==> src/rtl/axis_arb2_pkt_pkg.sv <==
// Shared definitions for the two-input AXI-Stream packet arbiter.
//   state_t  : arbiter FSM encoding (IDLE / PASS / DRAIN)
//   PORT0/1  : source port identifiers, also used as m_axis_tid values
//   cnt_bits : width of a counter able to hold 0..max_beats (min 1 bit)
package axis_arb2_pkt_pkg;

    typedef enum logic [1:0] {
        ST_IDLE  = 2'd0,
        ST_PASS  = 2'd1,
        ST_DRAIN = 2'd2
    } state_t;

    localparam logic PORT0 = 1'b0;
    localparam logic PORT1 = 1'b1;

    function automatic int cnt_bits(input int max_beats);
        int b = 1;
        while ((1 << b) < max_beats + 1) b++;
        return b;
    endfunction

endpackage

==> src/rtl/axis_reg_slice.sv <==
// One-deep AXI-Stream output register.
//   in_valid/in_ready/in_data/in_last/in_id : upstream side
//   out_valid/out_ready/out_data/out_last/out_id : registered downstream side
// in_ready is the ready-back term: the slot is free when empty or draining
// this cycle, which gives full throughput while downstream keeps up.
module axis_reg_slice #(
    parameter int DATA_WIDTH = 64
) (
    input  logic                  clk,
    input  logic                  rst,
    input  logic                  in_valid,
    output logic                  in_ready,
    input  logic [DATA_WIDTH-1:0] in_data,
    input  logic                  in_last,
    input  logic                  in_id,
    output logic                  out_valid,
    input  logic                  out_ready,
    output logic [DATA_WIDTH-1:0] out_data,
    output logic                  out_last,
    output logic                  out_id
);

    assign in_ready = !out_valid || out_ready;

    always_ff @(posedge clk or negedge rst) begin
        if (!rst) begin
            out_valid <= 1'b0;
            out_data  <= '0;
            out_last  <= 1'b0;
            out_id    <= 1'b0;
        end else if (in_valid && in_ready) begin
            out_valid <= 1'b1;
            out_data  <= in_data;
            out_last  <= in_last;
            out_id    <= in_id;
        end else if (out_ready) begin
            out_valid <= 1'b0;
        end
    end

endmodule

==> src/rtl/axis_arb2_pkt.sv <==
// Two-input AXI-Stream packet arbiter with round-robin grant held per packet
// and an optional max-length guard (truncate + drain).
//   clk, rst (async, active-low), en (gates new grants only)
//   s0_axis_* / s1_axis_* : source ports
//   m_axis_*              : registered output, m_axis_tid = source port
//   busy                  : FSM not in IDLE
//   trunc_err             : sticky, set on any truncated packet
//   pkt_cnt0/pkt_cnt1     : wrapping per-port completed-packet counters
module axis_arb2_pkt
    import axis_arb2_pkt_pkg::*;
#(
    parameter int DATA_WIDTH = 64,
    parameter int MAX_BEATS  = 256,
    parameter int CNT_WIDTH  = 16
) (
    input  logic                  clk,
    input  logic                  rst,
    input  logic                  en,
    output logic                  s0_axis_tready,
    input  logic [DATA_WIDTH-1:0] s0_axis_tdata,
    input  logic                  s0_axis_tlast,
    input  logic                  s0_axis_tvalid,
    output logic                  s1_axis_tready,
    input  logic [DATA_WIDTH-1:0] s1_axis_tdata,
    input  logic                  s1_axis_tlast,
    input  logic                  s1_axis_tvalid,
    input  logic                  m_axis_tready,
    output logic [DATA_WIDTH-1:0] m_axis_tdata,
    output logic                  m_axis_tlast,
    output logic                  m_axis_tvalid,
    output logic                  m_axis_tid,
    output logic                  busy,
    output logic                  trunc_err,
    output logic [CNT_WIDTH-1:0]  pkt_cnt0,
    output logic [CNT_WIDTH-1:0]  pkt_cnt1
);

    localparam int             BW       = cnt_bits(MAX_BEATS);
    localparam logic [BW-1:0]  LAST_IDX = BW'(MAX_BEATS - 1);

    state_t                  state, state_nxt;
    logic                    grant;
    logic                    rr_ptr;
    logic [BW-1:0]           beat_cnt;

    logic                    sel_valid, sel_last;
    logic [DATA_WIDTH-1:0]   sel_data;
    logic                    slice_rdy;
    logic                    src_rdy;
    logic                    accept, pkt_end;
    logic                    trunc_hit, trunc_now;
    logic                    req_any, new_grant;

    // Mux of the granted source; meaningless in IDLE since src_rdy is low.
    assign sel_valid = grant ? s1_axis_tvalid : s0_axis_tvalid;
    assign sel_last  = grant ? s1_axis_tlast  : s0_axis_tlast;
    assign sel_data  = grant ? s1_axis_tdata  : s0_axis_tdata;

    assign accept    = sel_valid && src_rdy;
    assign pkt_end   = accept && sel_last;

    // The beat at index MAX_BEATS-1 without its own tlast closes the
    // forwarded packet early; a genuine tlast there is a normal end.
    assign trunc_hit = (MAX_BEATS != 0) && !sel_last && (beat_cnt == LAST_IDX);
    assign trunc_now = (state == ST_PASS) && accept && trunc_hit;

    assign req_any   = s0_axis_tvalid || s1_axis_tvalid;
    assign new_grant = (state == ST_IDLE) && en && req_any;

    // State register
    always_ff @(posedge clk or negedge rst) begin
        if (!rst) state <= ST_IDLE;
        else      state <= state_nxt;
    end

    // Next-state logic
    always_comb begin
        state_nxt = state;
        case (state)
            ST_IDLE:  if (new_grant) state_nxt = ST_PASS;
            ST_PASS: begin
                if (pkt_end)        state_nxt = ST_IDLE;
                else if (trunc_now) state_nxt = ST_DRAIN;
            end
            ST_DRAIN: if (pkt_end) state_nxt = ST_IDLE;
            default:  state_nxt = ST_IDLE;
        endcase
    end

    // Output logic: source ready for the granted port only
    always_comb begin
        src_rdy = 1'b0;
        case (state)
            ST_PASS:  src_rdy = slice_rdy;
            ST_DRAIN: src_rdy = 1'b1;
            default:  src_rdy = 1'b0;
        endcase
    end

    assign s0_axis_tready = src_rdy && (grant == PORT0);
    assign s1_axis_tready = src_rdy && (grant == PORT1);
    assign busy           = (state != ST_IDLE);

    // Grant, round-robin pointer, beat / packet counters, sticky error
    always_ff @(posedge clk or negedge rst) begin
        if (!rst) begin
            grant     <= PORT0;
            rr_ptr    <= PORT0;
            beat_cnt  <= '0;
            pkt_cnt0  <= '0;
            pkt_cnt1  <= '0;
            trunc_err <= 1'b0;
        end else begin
            if (new_grant)
                grant <= (s0_axis_tvalid && s1_axis_tvalid) ? rr_ptr : s1_axis_tvalid;
            if (pkt_end) begin
                rr_ptr   <= ~grant;
                beat_cnt <= '0;
                if (grant == PORT1) pkt_cnt1 <= pkt_cnt1 + 1'b1;
                else                pkt_cnt0 <= pkt_cnt0 + 1'b1;
            end else if ((state == ST_PASS) && accept) begin
                beat_cnt <= beat_cnt + 1'b1;
            end
            if (trunc_now) trunc_err <= 1'b1;
        end
    end

    axis_reg_slice #(.DATA_WIDTH(DATA_WIDTH)) u_out (
        .clk       (clk),
        .rst       (rst),
        .in_valid  ((state == ST_PASS) && sel_valid),
        .in_ready  (slice_rdy),
        .in_data   (sel_data),
        .in_last   (sel_last || trunc_hit),
        .in_id     (grant),
        .out_valid (m_axis_tvalid),
        .out_ready (m_axis_tready),
        .out_data  (m_axis_tdata),
        .out_last  (m_axis_tlast),
        .out_id    (m_axis_tid)
    );

endmodule

==> config.mk <==
export PLATFORM = sky130hd
export DESIGN_NAME = axis_arb2_pkt
export DESIGN_NICKNAME = d
export VERILOG_FILES = /design/src/rtl/axis_arb2_pkt_pkg.sv /design/src/rtl/axis_reg_slice.sv /design/src/rtl/axis_arb2_pkt.sv
export SDC_FILE = /design/constraint.sdc
export NUM_CORES = 1
export LEC_CHECK = 0
export ABC_AREA = 1
export BUFFER_PORTS_ARGS = -buffer_cell sky130_fd_sc_hd__buf_2
export CAP_MARGIN = 20
export CORE_ASPECT_RATIO = 0.9
export CORE_MARGIN = 2
export CORE_UTILIZATION = 48
export DETAILED_ROUTE_END_ITERATION = 16
export PLACE_DENSITY = 0.89
export SYNTH_ARGS = -nofsm -noshare
export SYNTH_HDL_FRONTEND = slang
export SYNTH_SLANG_ARGS = --single-unit
==> constraint.sdc <==
create_clock -name clk -period 2.5 [get_ports clk]
set_input_delay 0.75 -clock clk [delete_from_list [all_inputs] [get_ports clk]]
set_output_delay 0.75 -clock clk [all_outputs]
set_load 0.05 [all_outputs]
# Yosys cells after proc, flatten, opt, wreduce, memory -nomap -nowiden
# Index checks and enable logic that the tools add are counted.
# totals
regBits	113
elab_cells	59
# op_classes
addsub	3
n_eq_ne	6
mux	14
bitwise_logic	1
reduce_logical	24
# ops
operator	n
64-bit 2-to-1 mux	1
16-bit by 1-bit adder with 16-bit output, second input constant	2
9-bit 2-to-1 mux	2
1-bit logical AND	12
9-bit by 1-bit adder with 9-bit output, second input constant	1
9-bit by 8-bit equality test with 1-bit output, second input constant	1
2-bit 2-to-1 mux	4
2-bit one-hot mux with 3 select lines	1
2-bit nonzero test	3
1-bit 2-to-1 mux	5
2-bit != test, second input constant	2
2-bit AND reduction	2
1-bit logical OR	3
3-bit != test, second input constant	1
3-bit AND reduction	1
2-bit by 1-bit equality test with 1-bit output, second input constant	1
2-bit equality test, second input constant	1
1-bit zero test	2
2-bit zero test	1
1-bit one-hot mux with 2 select lines	1
1-bit inverter	1

# Logic depth before layout (Yosys ltp)
# depth
word_depth	9
ltp_mapped	13
mapped_depth_nobuf	13

# By module
# Synthesis repeated with hierarchy kept, for this count alone.
# hier_totals
hier_cells	861
hier_area_um2	6157.2
# by_module_without_submodules
mod	instances	cells_per_inst	area_per_inst_um2	seq_area_each_um2
axis_arb2_pkt	1	571	3509.6	1151.1
axis_reg_slice	1	290	2647.5	1676.6

# Least setup slack after synthesis
# Ideal clock, no wire load.
# synth_timing
kind	input to output
start	in m_axis_tready
end	out s0_axis_tready
arrival_time_ns	1.835
path_slack_ns	-0.085
path_stages	6
cell_sequence	inv_1 -> nand2_1 -> nand2_1 -> a21oi_2 -> inv_1 -> nor2_1
# synth_via
elab_chain_len	3
# synth_lines
item	line_no	source
start: declaration	axis_arb2_pkt.sv:27	input logic m_axis_tready,
1-bit logical OR	axis_reg_slice.sv:23	assign in_ready = !out_valid || out_ready;
1-bit one-hot mux with 2 select lines	axis_arb2_pkt.sv:93	case (state)
1-bit logical AND	axis_arb2_pkt.sv:100	assign s0_axis_tready = src_rdy && (grant == PORT0);
end: declaration	axis_arb2_pkt.sv:19	output logic s0_axis_tready,
# No other way between the ends.

# Final worst setup path
# layout_timing
start	reg state[0]
end	out s1_axis_tready
# layout_via
elab_chain_len	3
elab_cells_between_ends	4
classes_between	eq/ne: 2; mux: 1; reduce/logical: 1
# layout_lines
item	line_no	source
start: declaration	axis_arb2_pkt.sv:41	state_t state, state_nxt;
start signal: assignment	axis_arb2_pkt.sv:73	else state <= state_nxt;
2-bit equality test / 2-bit by 1-bit equality test with 1-bit output (equally long branches)	axis_arb2_pkt.sv:93	
1-bit one-hot mux with 2 select lines (*)	axis_arb2_pkt.sv:93	
1-bit logical AND (*)	axis_arb2_pkt.sv:101	assign s1_axis_tready = src_rdy && (grant == PORT1);
end: declaration	axis_arb2_pkt.sv:23	output logic s1_axis_tready,
# Mark *: on every way between the ends. The rest lies on a longest branch, timed or not.

==> qor.yml <==
global_routing:
  grt_max_degree: 97
  grt_first_pass_wirelength_mm: 26.10
  grt_pass1_vias: 5520
  global_route.usage.total_pct: 26.08
  grt_antenna_before_repair: 1
  grt-ovfl-total: 0
cells_and_area:
  fillers: 941
  final_net_count: 1086
  finalInstanceArea_sq_um: 7624
  syn2layout_area_growth_pct: 36.28
  final_util_pct: 66.94
  drive_gt1_share_pct: 31.31
  layoutNonFillerInstCount: 1112
run_status:
  violations: "negative setup slack"
  status: "finished with violations"
floorplanning:
  start_util_pct: 49.12
  floorplan.rows: 37
  die_x_microns: 117.8
  ioPinCount: 239
  core-area_sq_um: 11390
  design.die.area_sq_um: 12540
  floorplan.die.height_microns: 106.4
critical_path:
  rrSetupSlack_ns: 0.49
  worst_ep_required_time_ns: 1.75
  timing.rr.start: "state[0]"
  rr_worst_depth: 10
  worstPathMaxFanout: 3
  timing.critical_path.arrival_ns: 1.78
  worst_setup_path_start_kind: "flop"
  cp_capture_type: "output pin"
  worst_r2r_endpoint: "pkt_cnt0[12]"
  setup.worst_path.class: "reg -> out"
clock_network:
  clockBufferDepth: 2
  numClockSinks: 113
  clkTransAtPathRegs_ns: 0.05
  cts.hold.buffers_added: 0
  cts_buffers: 17
  h-tree-depth: 4
  cts-root-buf: "sky130_fd_sc_hd__clkbuf_16"
  clk_latency_ns: 0.40
  clock_tree_from_tritoncts: "done"
place:
  place_inst: 1078
  place.detailed.hpwl_mm: 11.57
  gp_congestion: 0.9102
  dp_worst_setup_slack_ns: 0.1896
  port-buffer-count: 238
  place_area_sq_um: 6937
pwr:
  netSwitchingPower_uw: 5642
  cellInternalPower_uw: 5669
  vdd_ir_drop_max_v: 0.001020
  clock_power_share_pct: 22.7
  comb_power_share_pct: 50.1
  cellPowerDensity_nw_per_um2: 1484
  power.static_leakage_uw: 0.003856
  netSwitchingFraction_pct: 49.88
  power.share.sequential_pct: 27.2
synth:
  leading_post_synthesis_cells_by_cell_area: "sky130_fd_sc_hd__dfrtp_1 (51%), sky130_fd_sc_hd__nand2_1 (16%), sky130_fd_sc_hd__a31oi_1 (7.3%), sky130_fd_sc_hd__nor2_1 (6.2%), sky130_fd_sc_hd__inv_1 (3.2%)"
  synthDominantCellAreaShare_pct: 50.55
  yosys_register_bits: 113
  postSynthAreaPerCell_sq_um: 7.935
  post-synth-top-count-cell: "sky130_fd_sc_hd__nand2_1"
  syn_nets: 849
  synth-warning-count: 0
  synth.yosys.seq_area_share_pct: 50.55
  post_synth_edffs: 0
  syn-cell-area_sq_um: 5594
  ys_dominant_reg_cell: "sky130_fd_sc_hd__dfrtp_1"
  postSynth.asyncResetShare_pct: 100.0
  yosys-top-cells-count: "sky130_fd_sc_hd__nand2_1 (233), sky130_fd_sc_hd__dfrtp_1 (113), sky130_fd_sc_hd__nor2_1 (92)"
  synthCells: 705
  yosysTopAreaCell: "sky130_fd_sc_hd__dfrtp_1"
  netlist-cell-type-count: 26
routing:
  ant_nets: 0
  totalWireLength_mm: 15.95
  vias_per_std_cell: 5.122
  detail_route.iter0.violations: 462
  wl_per_cell_microns: 14.34
  via_count: 5696
  drc: 0
  drt_pre_antenna_iters: 5
sta:
  period_needed_ns: 2.529
  finalClockSkew_ns: 0.005840
  rsz0062_at_grt: "yes"
  timing.final.hold_violations: 0
  timing.final.ws_setup_ns: -0.02885
  fmax_mhz: 395.4
  worst_rel_slew_slack_pct: 67.93
  final.setup.tns_ns: -0.02885
  tightest_slew_ns: 0.4810
  min_period_over_period_pct: 101.2
  finalSetupViolCount: 1
  final_max_slew_viol_count: 0
run:
  max_cap_violations: 0
hold_path:
  timing.hold.worst.class: "in -> async"
layout by cell type, fill, tap and decap left out, drive strengths merged:
cell type  instances
xor2              15
nand3b             1
o22ai              1
a31oi             65
clkinv             5
nor2              94
clkbuf            19
nand2            236
o21ai             21
diode              1
o211a              1
buf              251
inv               50
nand3             25
xnor2             10
bufinv             4
nand4             11
ha                 8
clkinvlp           5
dfrtp            113
a21boi             1
nor3              15
a21oi              4
critical path, stage by stage, from the launching register on:
cell and delay [ns]:
sky130_fd_sc_hd__dfrtp_1 0.45, sky130_fd_sc_hd__inv_2 0.10, sky130_fd_sc_hd__ha_4 0.27, sky130_fd_sc_hd__inv_1 0.04, sky130_fd_sc_hd__a21oi_2 0.12, sky130_fd_sc_hd__inv_1 0.07, sky130_fd_sc_hd__nor2_2 0.15, sky130_fd_sc_hd__buf_6 0.18
power groups by stage:
stage	clock [uW]	combinational (uW)	sequential (uW)
floorplan	0	1930	5330
global placement	0	5500	3040
detailed placement	0	5610	3070
CTS	2600	5630	3060
global route	2710	6090	3160
finish	2570	5670	3070
registers in the layout (all words and copies together), names as in the netlist:
signal and flops:
u_out.out_id 1, state 2, u_out.out_valid 1, pkt_cnt1 16
u_out.out_data 64, trunc_err 1, rr_ptr 1, grant 1
pkt_cnt0 16, beat_cnt 9, u_out.out_last 1
area by class of cell:
cell class	instances	area [sq um]	area share [%]
well taps	156	195.2	2.560
diodes	1	2.502	0.03282
clock inverters	13	185.2	2.429
clock buffers	19	452.9	5.941
multi-input cells	508	2441	32.02
inverters	51	192.7	2.527
repair buffers	251	1325	17.38
flip-flops and latches	113	2829	37.11
kinds of logic after synthesis:
kind of cell	share of synthesized area, %
compound gates	9.998
simple gates	27.40
buf+inv	6.352
fa+ha+maj	1.789
xor+xnor	3.914
flops	50.55
stage by stage:
step,hold slack [ns],power [uW]
floorplan,0.4495,7263
global placement,0.4515,8549
detailed placement,0.4487,8676
CTS,0.1476,11290
global route,0.1485,11970
finish,0.1634,11310
layer usage:
layer / share of wire, % / routed length, microns / track usage, % / vias up
met4: 2.3 / 364 / 11.02 / 0
met5: 0 / 0 / 0 / -
met3: 8.5 / 1360 / 9.496 / 38
met1: 40 / 6404 / 31.05 / 2660
met2: 49 / 7821 / 42.86 / 232
li1: - / - / - / 2766
how the worst max path moves through the flow:
stage / start / end / slack, ns / depth (start not counted)
2_1_floorplan: m_axis_tready / s0_axis_tready / -0.09 / 6
3_3_place_gp: m_axis_tready / s1_axis_tready / 0.19 / 8
3_5_place_dp: m_axis_tready / s1_axis_tready / 0.19 / 8
4_1_cts: state[1] / s1_axis_tready / 0.003 / 7
5_1_grt: state[0] / s1_axis_tready / -0.13 / 7
6_report: state[0] / s1_axis_tready / -0.03 / 7
timing repair:
action / in CTS / in global routing
setup buffers: 0 / 1
gates resized for setup: 4 / 6
pin swaps: 0 / 2
setup endpoints to repair: 2 / 2
Power figures use the tool's default switching activity.
